--- src/rtl/fitness_eval_pkg.sv ---
`default_nettype none
// ============================================================================
//  Module   : fitness_eval_pkg
//  Brief    : Shared types, sizes and memory-map constants for the fitness
//             evaluation sequencer.
//  Revision : 1.0
// ============================================================================
package fitness_eval_pkg;

    localparam int ADDR_W      = 15;
    localparam int MAX_SAMPLES = 16384;
    localparam int EXP_OFS     = 0;
    localparam int MASK_OFS    = 1;
    localparam int STRIDE      = 2;

    typedef enum logic [3:0] {
        S_IDLE     = 4'd0,
        S_RD_A     = 4'd1,
        S_RD_B     = 4'd2,
        S_WAIT_MEM = 4'd3,
        S_ISSUE    = 4'd4,
        S_WAIT_OUT = 4'd5,
        S_ACCUM    = 4'd6,
        S_DONE     = 4'd7,
        S_ACK      = 4'd8
    } state_t;

    // Correct-output RAM holds interleaved {expected, mask} pairs per sample.
    function automatic logic [ADDR_W-1:0] corr_addr(input logic [ADDR_W-1:0] idx,
                                                    input logic [ADDR_W-1:0] ofs);
        return idx * ADDR_W'(STRIDE) + ofs;
    endfunction

endpackage
`default_nettype wire

--- src/rtl/fitness_eval_sequencer_error_accum.sv ---
`default_nettype none
// ============================================================================
//  Module   : error_accum
//  Brief    : NUM_OUT saturating 32-bit mismatch counters with clear/enable.
//  Revision : 1.0
// ============================================================================
module error_accum #(
    parameter int NUM_OUT = 8
) (
    input  logic                     clk,
    input  logic                     rst_n,
    input  logic                     clear,
    input  logic                     en,
    input  logic [NUM_OUT-1:0]       mismatch,
    output logic [NUM_OUT-1:0][31:0] sums
);

    always_ff @(posedge clk or negedge rst_n) begin
        if (!rst_n) begin
            sums <= '0;
        end else if (clear) begin
            sums <= '0;
        end else if (en) begin
            for (int k = 0; k < NUM_OUT; k++) begin
                if (mismatch[k] && (sums[k] != 32'hFFFF_FFFF)) begin
                    sums[k] <= sums[k] + 32'd1;
                end
            end
        end
    end

endmodule
`default_nettype wire

--- src/rtl/fitness_eval_sequencer.sv ---
`default_nettype none
// ============================================================================
//  Module   : fitness_eval_sequencer
//  Brief    : Streams N samples and expected/mask words through the evolved
//             circuit evaluator and accumulates per-bit error sums.
//  Revision : 1.0
// ============================================================================
module fitness_eval_sequencer
    import fitness_eval_pkg::*;
#(
    parameter int MEM_RD_LATENCY = 1,
    parameter int NUM_OUT        = 8,
    parameter int EVAL_TIMEOUT   = 1024
) (
    input  logic        clk_clk,
    input  logic        reset_reset_n,
    input  logic        start_processing_chrom,
    input  logic [31:0] sequences_to_process,
    input  logic        done_processing_feedback,
    output logic        ready_to_process,
    output logic        done_processing_chrom,
    output logic        eval_timeout,
    output logic [14:0] mem_s2_address,
    output logic        mem_s2_chipselect,
    output logic        mem_s2_clken,
    output logic        mem_s2_write,
    output logic [3:0]  mem_s2_byteenable,
    output logic [31:0] mem_s2_writedata,
    input  logic [31:0] mem_s2_readdata,
    output logic [14:0] correct_mem_s2_address,
    output logic        correct_mem_s2_chipselect,
    output logic        correct_mem_s2_clken,
    output logic        correct_mem_s2_write,
    output logic [3:0]  correct_mem_s2_byteenable,
    output logic [31:0] correct_mem_s2_writedata,
    input  logic [31:0] correct_mem_s2_readdata,
    output logic [31:0] eval_in_data,
    output logic        eval_in_valid,
    input  logic [31:0] eval_out_data,
    input  logic        eval_out_valid,
    output logic [31:0] error_sum_0,
    output logic [31:0] error_sum_1,
    output logic [31:0] error_sum_2,
    output logic [31:0] error_sum_3,
    output logic [31:0] error_sum_4,
    output logic [31:0] error_sum_5,
    output logic [31:0] error_sum_6,
    output logic [31:0] error_sum_7
);

    localparam int TMO_W = $clog2(EVAL_TIMEOUT + 1);

    state_t                  r_state;
    logic                    r_start_q;
    logic [ADDR_W-1:0]       r_idx;
    logic [ADDR_W-1:0]       r_n;
    logic [2:0]              r_lat_cnt;
    logic [TMO_W-1:0]        r_tmo_cnt;
    logic [31:0]             r_sample;
    logic [NUM_OUT-1:0]      r_exp;
    logic [NUM_OUT-1:0]      r_mask;
    logic [NUM_OUT-1:0]      r_out;
    logic                    r_ready;
    logic                    r_done;
    logic                    r_timeout;
    logic                    r_in_valid;
    logic [ADDR_W-1:0]       r_mem_addr;
    logic [ADDR_W-1:0]       r_corr_addr;
    logic                    r_mem_cs;
    logic                    r_corr_cs;
    logic                    r_clken;

    logic                    w_start_rise;
    logic [ADDR_W-1:0]       w_n_clamped;
    logic [ADDR_W-1:0]       w_idx_next;
    logic [NUM_OUT-1:0]      w_mismatch;
    logic [NUM_OUT-1:0][31:0] w_sums;
    logic [7:0][31:0]        w_sum8;
    logic                    w_unused_hi;

    assign w_start_rise = start_processing_chrom && !r_start_q;
    assign w_n_clamped  = (sequences_to_process > 32'(MAX_SAMPLES)) ? ADDR_W'(MAX_SAMPLES)
                                                                     : sequences_to_process[ADDR_W-1:0];
    assign w_idx_next   = r_idx + ADDR_W'(1);
    assign w_mismatch   = (r_out ^ r_exp) & r_mask;
    assign w_unused_hi  = ^{eval_out_data[31:NUM_OUT], correct_mem_s2_readdata[31:NUM_OUT]};

    always_ff @(posedge clk_clk or negedge reset_reset_n) begin
        if (!reset_reset_n) begin
            r_state     <= S_IDLE;
            r_start_q   <= 1'b0;
            r_idx       <= '0;
            r_n         <= '0;
            r_lat_cnt   <= '0;
            r_tmo_cnt   <= '0;
            r_sample    <= '0;
            r_exp       <= '0;
            r_mask      <= '0;
            r_out       <= '0;
            r_ready     <= 1'b1;
            r_done      <= 1'b0;
            r_timeout   <= 1'b0;
            r_in_valid  <= 1'b0;
            r_mem_addr  <= '0;
            r_corr_addr <= '0;
            r_mem_cs    <= 1'b0;
            r_corr_cs   <= 1'b0;
            r_clken     <= 1'b0;
        end else begin
            r_start_q  <= start_processing_chrom;
            r_in_valid <= 1'b0;

            // Sample and expected word land MEM_RD_LATENCY cycles after RD_A.
            if (((r_state == S_RD_B) || (r_state == S_WAIT_MEM)) &&
                (r_lat_cnt == 3'(MEM_RD_LATENCY))) begin
                r_sample <= mem_s2_readdata;
                r_exp    <= correct_mem_s2_readdata[NUM_OUT-1:0];
            end

            case (r_state)
                S_IDLE: begin
                    if (w_start_rise) begin
                        r_timeout <= 1'b0;
                        r_n       <= w_n_clamped;
                        r_idx     <= '0;
                        r_ready   <= 1'b0;
                        if (w_n_clamped == '0) begin
                            r_done  <= 1'b1;
                            r_state <= S_DONE;
                        end else begin
                            r_mem_addr  <= '0;
                            r_corr_addr <= corr_addr('0, ADDR_W'(EXP_OFS));
                            r_mem_cs    <= 1'b1;
                            r_corr_cs   <= 1'b1;
                            r_clken     <= 1'b1;
                            r_state     <= S_RD_A;
                        end
                    end
                end
                S_RD_A: begin
                    r_mem_cs    <= 1'b0;
                    r_corr_addr <= corr_addr(r_idx, ADDR_W'(MASK_OFS));
                    r_lat_cnt   <= 3'd1;
                    r_state     <= S_RD_B;
                end
                S_RD_B: begin
                    r_corr_cs <= 1'b0;
                    r_lat_cnt <= r_lat_cnt + 3'd1;
                    r_state   <= S_WAIT_MEM;
                end
                S_WAIT_MEM: begin
                    if (r_lat_cnt == 3'(MEM_RD_LATENCY + 1)) begin
                        r_mask     <= correct_mem_s2_readdata[NUM_OUT-1:0];
                        r_clken    <= 1'b0;
                        r_in_valid <= 1'b1;
                        r_state    <= S_ISSUE;
                    end else begin
                        r_lat_cnt <= r_lat_cnt + 3'd1;
                    end
                end
                S_ISSUE: begin
                    r_tmo_cnt <= TMO_W'(1);
                    r_state   <= S_WAIT_OUT;
                end
                S_WAIT_OUT: begin
                    if (eval_out_valid) begin
                        r_out   <= eval_out_data[NUM_OUT-1:0];
                        r_state <= S_ACCUM;
                    end else if (r_tmo_cnt >= TMO_W'(EVAL_TIMEOUT - 1)) begin
                        r_timeout <= 1'b1;
                        r_done    <= 1'b1;
                        r_state   <= S_DONE;
                    end else begin
                        r_tmo_cnt <= r_tmo_cnt + TMO_W'(1);
                    end
                end
                S_ACCUM: begin
                    if (w_idx_next == r_n) begin
                        r_done  <= 1'b1;
                        r_state <= S_DONE;
                    end else begin
                        r_idx       <= w_idx_next;
                        r_mem_addr  <= w_idx_next;
                        r_corr_addr <= corr_addr(w_idx_next, ADDR_W'(EXP_OFS));
                        r_mem_cs    <= 1'b1;
                        r_corr_cs   <= 1'b1;
                        r_clken     <= 1'b1;
                        r_state     <= S_RD_A;
                    end
                end
                S_DONE: begin
                    if (done_processing_feedback) begin
                        r_done  <= 1'b0;
                        r_state <= S_ACK;
                    end
                end
                S_ACK: begin
                    if (!done_processing_feedback && !start_processing_chrom) begin
                        r_ready <= 1'b1;
                        r_state <= S_IDLE;
                    end
                end
                default: r_state <= S_IDLE;
            endcase
        end
    end

    error_accum #(
        .NUM_OUT (NUM_OUT)
    ) u_error_accum (
        .clk      (clk_clk),
        .rst_n    (reset_reset_n),
        .clear    ((r_state == S_IDLE) && w_start_rise),
        .en       (r_state == S_ACCUM),
        .mismatch (w_mismatch),
        .sums     (w_sums)
    );

    for (genvar k = 0; k < 8; k++) begin : g_sum
        if (k < NUM_OUT) begin : g_live
            assign w_sum8[k] = w_sums[k];
        end else begin : g_pad
            assign w_sum8[k] = '0;
        end
    end

    assign error_sum_0 = w_sum8[0];
    assign error_sum_1 = w_sum8[1];
    assign error_sum_2 = w_sum8[2];
    assign error_sum_3 = w_sum8[3];
    assign error_sum_4 = w_sum8[4];
    assign error_sum_5 = w_sum8[5];
    assign error_sum_6 = w_sum8[6];
    assign error_sum_7 = w_sum8[7];

    assign ready_to_process          = r_ready;
    assign done_processing_chrom     = r_done;
    assign eval_timeout              = r_timeout;
    assign eval_in_valid             = r_in_valid;
    assign eval_in_data              = r_sample;
    assign mem_s2_address            = r_mem_addr;
    assign mem_s2_chipselect         = r_mem_cs;
    assign mem_s2_clken              = r_clken;
    assign mem_s2_write              = 1'b0;
    assign mem_s2_byteenable         = 4'hF;
    assign mem_s2_writedata          = '0;
    assign correct_mem_s2_address    = r_corr_addr;
    assign correct_mem_s2_chipselect = r_corr_cs;
    assign correct_mem_s2_clken      = r_clken;
    assign correct_mem_s2_write      = 1'b0;
    assign correct_mem_s2_byteenable = 4'hF;
    assign correct_mem_s2_writedata  = '0;

endmodule
`default_nettype wire

--- config.mk ---
export PLATFORM = sky130hd
export DESIGN_NAME = fitness_eval_sequencer
export DESIGN_NICKNAME = d
export VERILOG_FILES = /design/src/rtl/fitness_eval_pkg.sv /design/src/rtl/fitness_eval_sequencer_error_accum.sv /design/src/rtl/fitness_eval_sequencer.sv
export SDC_FILE = /design/constraint.sdc
export NUM_CORES = 1
export LEC_CHECK = 0
export BUFFER_PORTS_ARGS = -buffer_cell sky130_fd_sc_hd__buf_2
export CAP_MARGIN = 40
export CORE_UTILIZATION = 35
export CTS_CLUSTER_SIZE = 28
export DETAILED_ROUTE_END_ITERATION = 10
export PLACE_DENSITY = 0.64
export SKIP_CTS_REPAIR_TIMING = 1
export SLEW_MARGIN = 20
export SYNTH_ARGS = -nofsm -noshare
export SYNTH_HDL_FRONTEND = slang
export SYNTH_SLANG_ARGS = --single-unit
--- constraint.sdc ---
create_clock -name clk_clk -period 4.2 [get_ports clk_clk]
set_clock_uncertainty 0.15 [all_clocks]
set_input_delay 0.21 -clock clk_clk [delete_from_list [all_inputs] [get_ports clk_clk]]
set_output_delay 0.21 -clock clk_clk [all_outputs]
set_load 0.005 [all_outputs]
# Word-level counts from Yosys, hierarchy flattened

Cells that the tools add are included.

Input port bits: 133
Register bits: 398

Add/subtract/negate cells: 12
Multiplexer cells: 53
Order comparisons: 2
Bitwise logic cells: 2
Reductions and logical operators: 58
Eq/ne operators: 32

Operators by type and width:

| cell                  | count |
|---|---|
| $mux 256              | 2 |
| $add 32x1->32 const B | 8 |
| $mux 32               | 8 |
| $ne 32x32->1 const B  | 8 |
| $mux 15               | 6 |
| $pmux 15 s2           | 2 |
| $pmux 15 s3           | 1 |
| $pmux 4 s9            | 1 |
| $gt 32x15->1 const B  | 1 |
| $add 15x1->15 const B | 2 |
| $reduce_bool 2->1     | 13 |
| $mux 4                | 6 |
| $reduce_and 2->1      | 12 |
| $mux 11               | 2 |
| $ne 2x2->1 const B    | 11 |
| $pmux 11 s2           | 1 |
| $eq 4x3->1 const B    | 4 |
| $reduce_and 4->1      | 4 |
| $eq 15x15->1          | 1 |
| $logic_not 15->1      | 1 |
| $mux 1                | 14 |
| $logic_and 1x1->1     | 12 |
| $reduce_bool 3->1     | 4 |
| $add 11x1->11 const B | 1 |
| other kinds (23)      | 34 |

# Logic depth before layout (Yosys ltp)

Gate-level depths: netlist of run 1.

Depth in word-level cells: 6
Gate-level depth with buffers: 11
Depth with buffers taken out: 9

# By module

A second synthesis of run 1 with hierarchy kept.

Cell total of the unflattened synthesis: 2306
Area, all modules: 22157.5 µm²

Modules (own cells, without submodules):

| module                 | cells an instance | sequential area each (µm²) | times used | area each (µm²) |
|---|---|---|---|---|
| error_accum            | 1591              | 6406.1                     | 1          | 14498.9 |
| fitness_eval_sequencer | 715               | 3554.7                     | 1          | 7658.6 |

# Least setup slack after synthesis of run 1

No wires, ideal clock.

Path type: reg2reg
Start point: register r_idx[1]
End point: register r_mem_addr[10] (netlist: mem_s2_address[10])
Buffers on the path: 3
Slack: 1.243 ns
Cell stages (with the launch flop): 12
Arrival time: 2.686 ns
Period minus slack after synthesis: 2.957 ns
Cells stage by stage: dfrtp_1 > ha_1 > and3_1 > clkbuf_1 > nand2_2 > nor3_1 > or4_1 > nor4_4 > buf_6 > nand2_4 > buf_6 > a32o_1

Longest elaborated chain between the ends: 4
Elaborated cells between the ends (all ways): 6

Ends and longest elaborated chain:

| element                           | line                          | text |
|---|---|---|
| start, declared                   | fitness_eval_sequencer.sv:55  | `logic [ADDR_W-1:0] r_idx;` |
| start signal, assigned            | fitness_eval_sequencer.sv:182 | `r_idx <= w_idx_next;` |
| $add 15x1->15 (*)                 | fitness_eval_sequencer.sv:84  | `assign w_idx_next = r_idx + ADDR_W'(1);` |
| $eq 15x15->1                      | fitness_eval_sequencer.sv:178 | `if (w_idx_next == r_n) begin` |
| $ne 2x2->1 (no source line)       | --                            |  |
| $reduce_and 4->1 (no source line) | --                            |  |
| end signal, assigned              | fitness_eval_sequencer.sv:183 | `r_mem_addr <= w_idx_next;` |
| end, declared                     | fitness_eval_sequencer.sv:67  | `logic [ADDR_W-1:0] r_mem_addr;` |

Every way passes the cells marked *; elsewhere a longest branch is shown, timed or not. The select of a mux whose other input is x is not followed.
A chain may end at the register's enable or synchronous reset.

# Worst setup path after layout of run 1

Start point: register r_idx[0]
End point: register r_corr_addr[8] (netlist: correct_mem_s2_address[8])

Longest elaborated chain between the ends: 4
Elaborated cells between the ends (all ways): 7

Ends and longest elaborated chain:

| element                           | line                          | text |
|---|---|---|
| $add 15x1->15                     | fitness_eval_sequencer.sv:84  |  |
| $eq 15x15->1                      | fitness_eval_sequencer.sv:178 |  |
| $ne 2x2->1 (no source line)       | --                            |  |
| $reduce_and 4->1 (no source line) | --                            |  |
| end signal, assigned              | fitness_eval_sequencer.sv:132 | `r_corr_addr <= corr_addr('0, ADDR_W'(EXP_OFS));` |
| end signal, assigned              | fitness_eval_sequencer.sv:142 | `r_corr_addr <= corr_addr(r_idx, ADDR_W'(MASK_OFS));` |
| end signal, assigned              | fitness_eval_sequencer.sv:184 | `r_corr_addr <= corr_addr(w_idx_next, ADDR_W'(EXP_OFS));` |
| end, declared                     | fitness_eval_sequencer.sv:68  | `logic [ADDR_W-1:0] r_corr_addr;` |

Several ways; a longest one is shown, not always the timed one. The select of a mux whose other input is x is not followed.

==> impl_results.md, run 1 <==
- Most frequent cell after synthesis: dfrtp_1
- Final nets: 2849
- WL per Instance: 18.1 um
- Power per cell area: 493 mW/mm^2
- Layout cell share with drive strength beyond 1: 23.5%
- Post-Synth XOR/XNOR Area: 10.4%
- Die ar.: 0.0621 mm^2
- Port-buffer cells: 410
- Core area: 0.0604 mm^2
- Remaining Overflow, GRT: 0
- Worst Path Required: 4530 ps
- H-tree levels: 2
- Routability Congestion: 0.892
- Clock transition at path regs: 60 ps
- Synth cell count leaders: dfrtp_1 (397), nor2_1 (300), nand2_1 (190)
- Area share of and/or/nand/nor cells after synthesis: 23.1%
- Post-synth top area share: 46.4%
- Setup TNS: 0 ps
- TritonRoute pass-1 iters: 5
- Synth warn: 0
- Setup violations, final: 0
- Worst vdd ir: 323 uV
- Int Pwr: 8.59 mW
- CTS tree: yes
- Latest clock arrival within the worst-skew pair: 600 ps
- Max Slew Vio Count: 0
- Comb pwr share: 25.5%
- Cells after Synth: 2254
- Arrival time at the worst endpoint: 3920 ps
- Compound-Gate Fraction of Synth Area: 9.91%
- Num CTS Buffers: 47
- Fin crit period: 3590 ps
- Std cell rows: 90
- Hpwl dp: 44800 um
- Adder-cell share of the synthesized area: 0.760%
- EDFF count, synth: 0
- Clock sinks: 398
- Leakage: 12.6 nW
- I/O Pins: 533
- Die X-Extent: 249 um
- Post-synth ARST share: 100%
- Synth area leaders: dfrtp_1 (46%), xor2_1 (6.0%), nor2_1 (5.3%), xnor2_1 (4.4%), nand2_1 (3.3%)
- Status: complete, no violations
- Cell Area, Synth: 0.0214 mm^2
- Fin crit share: 85.4%
- ANT nets after route: 0
- Max Fclk: 279 MHz
- FF+latch count, synth: 398
- Syn_area_per_cell: 9.49 um^2
- Smallest hold slack: 28.8 ps
- Psw: 4.41 mW
- Vias in the first global route: 17800
- Sequential-to-total area share from yosys stat: 46.6%
- Total GRT Usage: 19.8%
- Max Cap Viol: 0
- Initial Utilization: 35.4%
- Filler cell count: 5757
- Clock buffer depth: 3
- Vias: 18600
- Post-synthesis mux area share: 3.48%
- Post-route DRC: 0
- DRT iter0 DRCs: 1093
- Largest family of logic cells by synthesized area: simple AND/OR/NAND/NOR gates
- Synth-to-Final Area Change: 23.2%
- Routed WL: 63700 um
- Root Buffer: clkbuf_16
- Synth cell types: 87
- RSZ-0062 raised after global routing: false
- First-pass GRT wire length: 99600 um
- Die H: 249 um
- Largest net degree at the start of global routing: 111
- Sw Share: 33.9%
- Relative slew slack: 38.6%
- Worst-Margin Slew: 921 ps
- Final hold viol count: 0
- Yosys top cell by area: dfrtp_1
- Critical path class: reg2reg
- Critical Path Start Type: flop
- Type of destination of the critical path: flop
- Clk network pwr share: 33.0%
- Initial antenna violation count: 1
- Via/cell ratio: 5.27
- Synth Flop Type: dfrtp_1
- Register share of total power: 41.5%
- Hold Path Class: in2reg
- CP max FO: 36
-- cell usage in the layout (no fill, tap or decap), types with 8 or more instances in the layout --
cell and n:
nand2_1 189, o21ai_1 10, a41oi_1 14, xnor2_1 107, a2111oi_0 12, nor3_1 51, clkbuf_16 47, ha_1 13
a22o_1 17, a32o_1 13, conb_1 74, nand2b_1 10, and4_1 24, mux2i_1 8, nand4_1 99, buf_4 43
a21oi_1 46, clkbuf_8 8, and3_1 46, a21o_1 15, buf_2 409, or3_1 35, nor2b_1 11, o21ai_0 73
inv_1 34, dlygate4sd3_1 67, dfrtp_1 397, nor4_1 22, and2_1 28, mux2_2 59, nand3_1 124, a211oi_1 12
or2_2 11, clkinv_2 12, clkbuf_1 11, nor2_1 298, xor2_1 147
-- cells by family after synthesis --
kind of cell / count (synthesis)
AO/OA/AOI/OAI: 299
XOR/XNOR: 254
adder cells (fa/ha/maj): 13
buffers and inverters: 231
flip-flops: 398
multiplexers: 67
other: 2
AND/OR/NAND/NOR: 990
-- layer usage --
metal	global-route usage [%]	routed length (um)	vias to the layer above
li1	-	-	8689
met1	25.1	26400	9156
met2	32.4	30700	636
met3	5.99	5010	105
met4	5.56	1670	0
met5	0	0	-
-- worst max-delay path, stage by stage, from the launching register on --
cell       delay [ps]
dfrtp_1           560
ha_1              370
nand3_4           230
nor4_2            500
xnor2_1           230
o211ai_2          160
nor4_4            460
buf_4             460
o2111ai_1         180
nand2b_1          170
-- power by group through the flow --
stage                     clock network (mW)  logic (mW)  registers (mW)
after floorplan                            0        2.13            5.20
after global placement                     0        3.18            5.38
after detailed placement                   0        3.27            5.43
after CTS                               4.40        3.28            5.38
after global routing                    4.56        3.65            5.51
final                                   4.29        3.32            5.40
-- final cells by class --
cell class	instances	area, um^2	area share [%]
Inverter	34	128	0.484
Clock buffer	66	1330	5.04
Tap cell	782	978	3.71
Multi-Input combinational cell	1697	10500	39.9
Sequential cell	398	9960	37.8
Timing Repair Buffer	525	3140	11.9
Antenna cell	1	2.50	0.00950
Clock inverter	22	308	1.17
-- through the flow --
| stage | power (mW) | cell area (um^2) | util (%) | setup WS (ps) | cells |
|---|---|---|---|---|---|
| 2_1_floorplan | 7.33 | 21700 | - | 1240 | 2326 |
| 3_3_place_gp | 8.57 | 24000 | 39.7 | 686 | 3364 |
| 3_5_place_dp | 8.70 | 24000 | 39.8 | 710 | 3367 |
| 4_1_cts | 13.1 | 25600 | 42.5 | 648 | 3455 |
| 5_1_grt | 13.7 | 26400 | 43.7 | 345 | 3525 |
| 6_report | 13.0 | 26400 | 43.7 | 612 | 3525 |
-- path summary, 6_finish.rpt --
kind / start / to / slack [ps] / cells past startpoint
min in group asynchronous: reset_reset_n / u_error_accum.sums[143] / 150 / 2
max reg2reg: r_idx[0] / correct_mem_s2_address[8] / 610 / 9
max: r_idx[0] / correct_mem_s2_address[8] / 610 / 9
min: sequences_to_process[17] / r_n[14] / 30 / 5
max in group asynchronous: reset_reset_n / eval_in_data[23] / 2530 / 3
min reg2reg: correct_mem_s2_address[11] / correct_mem_s2_address[11] / 350 / 2
-- registers in the layout, indices dropped and copies added (netlist names), 3 cells and up --
signal / cells
r_mask: 8
r_n: 15
r_lat_cnt: 3
r_state: 4
r_exp: 8
eval_in_data: 32
r_tmo_cnt: 11
r_idx: 15
r_out: 8
correct_mem_s2_address: 15
u_error_accum.sums: 256
mem_s2_address: 15
No activity file was read; power rests on OpenSTA's default activity.
==> run 2: changes to the inputs <==
--- a/config.mk
+++ b/config.mk
@@ -8,6 +8,7 @@
 export BUFFER_PORTS_ARGS = -buffer_cell sky130_fd_sc_hd__buf_2
 export CAP_MARGIN = 40
 export CORE_UTILIZATION = 35
+export CTS_BUF_LIST = sky130_fd_sc_hd__clkbuf_4
 export CTS_CLUSTER_SIZE = 28
 export DETAILED_ROUTE_END_ITERATION = 10
 export PLACE_DENSITY = 0.64
==> impl_results.md, run 2 (synthesized netlist as in run 1, its figures left out) <==
- Routability Congestion: 0.892
- Port-buffer cells: 410
- Placed Instances: 3367
- Critical Path Start Type: flop
- Arrival time at the worst endpoint: 4110 ps
- Setup violations, final: 0
- Final nets: 2994
- WL per Instance: 17.8 um
- Fin crit period: 3550 ps
- Latest clock arrival within the worst-skew pair: 880 ps
- Largest net degree at the start of global routing: 111
- RSZ-0062 raised after global routing: false
- Filler cell count: 5772
- Leakage: 13.0 nW
- Routed WL: 66200 um
- Hold Path Class: in2reg
- Power, Total: 12.4 mW
- Commonest non-fill, non-tap cells in the layout: buf_2 (409), dfrtp_1 (397), nor2_1 (298)
- I/O Pins: 533
- Vias: 19400
- Type of destination of the critical path: flop
- Post-route setup slack: 647 ps
- Comb pwr share: 27.3%
- Via/cell ratio: 5.22
- Metal2 WL: 32000 um
- Uppermost layer routed: met4
- CP max FO: 36
- Int Pwr: 7.93 mW
- ANT nets after route: 0
- DRT iter0 DRCs: 1055
- Hpwl dp: 44800 um
- Worst Path Required: 4760 ps
- Status: complete, no violations
- Fin crit share: 84.6%
- Root Buffer: clkbuf_4
- Layout cell share with drive strength beyond 1: 25.3%
- Die X-Extent: 249 um
- Post-route DRC: 0
- Core area: 0.0604 mm^2
- First-pass GRT wire length: 101000 um
- Max Fclk: 281 MHz
- Num CTS Buffers: 110
- Max Cap Viol: 0
- Worst-Margin Slew: 772 ps
- Post-Layout Cell Count: 3716
- Initial antenna violation count: 3
- Total GRT Usage: 20.0%
- Die H: 249 um
- Setup TNS: 0 ps
- Max FFs per register: 256
- Critical path class: reg2reg
- TritonRoute pass-1 iters: 5
- Register share of total power: 43.7%
- Final hold viol count: 0
- Sw Share: 35.9%
- Power per cell area: 458 mW/mm^2
- Clock sinks: 398
- Remaining Overflow, GRT: 0
- Vias in the first global route: 18300
- Relative slew slack: 47.7%
- Synth-to-Final Area Change: 26.1%
- Std cell rows: 90
- Commonest non-fill, non-tap cell in the layout: buf_2
- Clock transition at path regs: 60 ps
- Largest Register: u_error_accum.sums
- Clk network pwr share: 29.0%
- Max Slew Vio Count: 0
- Place WS: 710 ps
- Worst vdd ir: 280 uV
- Met3 Wirelength: 5300 um
- Metal1 wirelength: 27000 um
- H-tree levels: 3
- Die ar.: 0.0621 mm^2
- CTS tree: yes
- Initial Utilization: 35.4%
- Clock buffer depth: 3
- Psw: 4.43 mW
## run 2: cell count changes in the layout (fill, tap and decap cells not counted), moves of 2 or more
cell,before,now
clkbuf_1,11,0
bufinv_16,5,1
clkinv_1,0,24
clkinv_2,12,3
clkbuf_4,0,163
clkbuf_16,47,0
dlygate4sd3_1,67,147
clkbuf_8,8,0
inv_8,0,2
clkinv_16,2,0
## run 2: per-stage QoR
step | hold slack (ps) | area [um^2] | util, %
6_report | 83.9 | 27000 | 44.7
5_1_grt | 27.1 | 27000 | 44.7
4_1_cts | -779 | 25400 | 42.1
3_5_place_dp | 224 | 24000 | 39.8
3_3_place_gp | 208 | 24000 | 39.7
2_1_floorplan | -236 | 21700 | -
## run 2: power groups by stage
stage	registers (mW)	clock network, mW	logic, mW
floorplan	5.20	0	2.13
global placement	5.38	0	3.18
detailed placement	5.43	0	3.27
CTS	5.38	3.72	3.27
global route	5.51	3.93	3.72
finish	5.40	3.58	3.38
## run 2: worst max-delay path: stages, from the launching register on
cell and delay, ps:
dfrtp_1 550, ha_1 360, nand3_4 230, nor3_2 430, mux2_2 230, nand4_1 170
nor4_4 520, buf_4 450, o2111ai_1 160, nand2b_1 170
## run 2: per-layer routing
metal,vias up,global-route usage (%)
li1,9049,-
met1,9544,24.6
met2,653,32.6
met3,137,6.55
met4,0,7.65
met5,-,0
## run 2: layout make-up
type / count / area (um^2) / share of cell area, %
Antenna cell: 2 / 5.00 / 0.0186
Clock buffer: 162 / 1220 / 4.51
Timing Repair Buffer: 607 / 3980 / 14.7
Tap cell: 782 / 978 / 3.63
Clock inverter: 34 / 199 / 0.738
Inverter: 34 / 128 / 0.473
Multi-Input combinational cell: 1697 / 10500 / 39.0
Sequential cell: 398 / 9960 / 36.9
## run 2: path summary, 6_finish.rpt
| path | from | endpoint | slack [ps] | cells past startpoint |
|---|---|---|---|---|
| max | r_idx[0] | correct_mem_s2_address[8] | 650 | 9 |
| min | eval_out_data[5] | r_out[5] | 80 | 3 |
| max reg2reg | r_idx[0] | correct_mem_s2_address[8] | 650 | 9 |
| min in group asynchronous | reset_reset_n | u_error_accum.sums[184] | 450 | 4 |
| max in group asynchronous | reset_reset_n | u_error_accum.sums[212] | 2790 | 4 |
| min reg2reg | r_mask[0] | r_mask[0] | 350 | 1 |
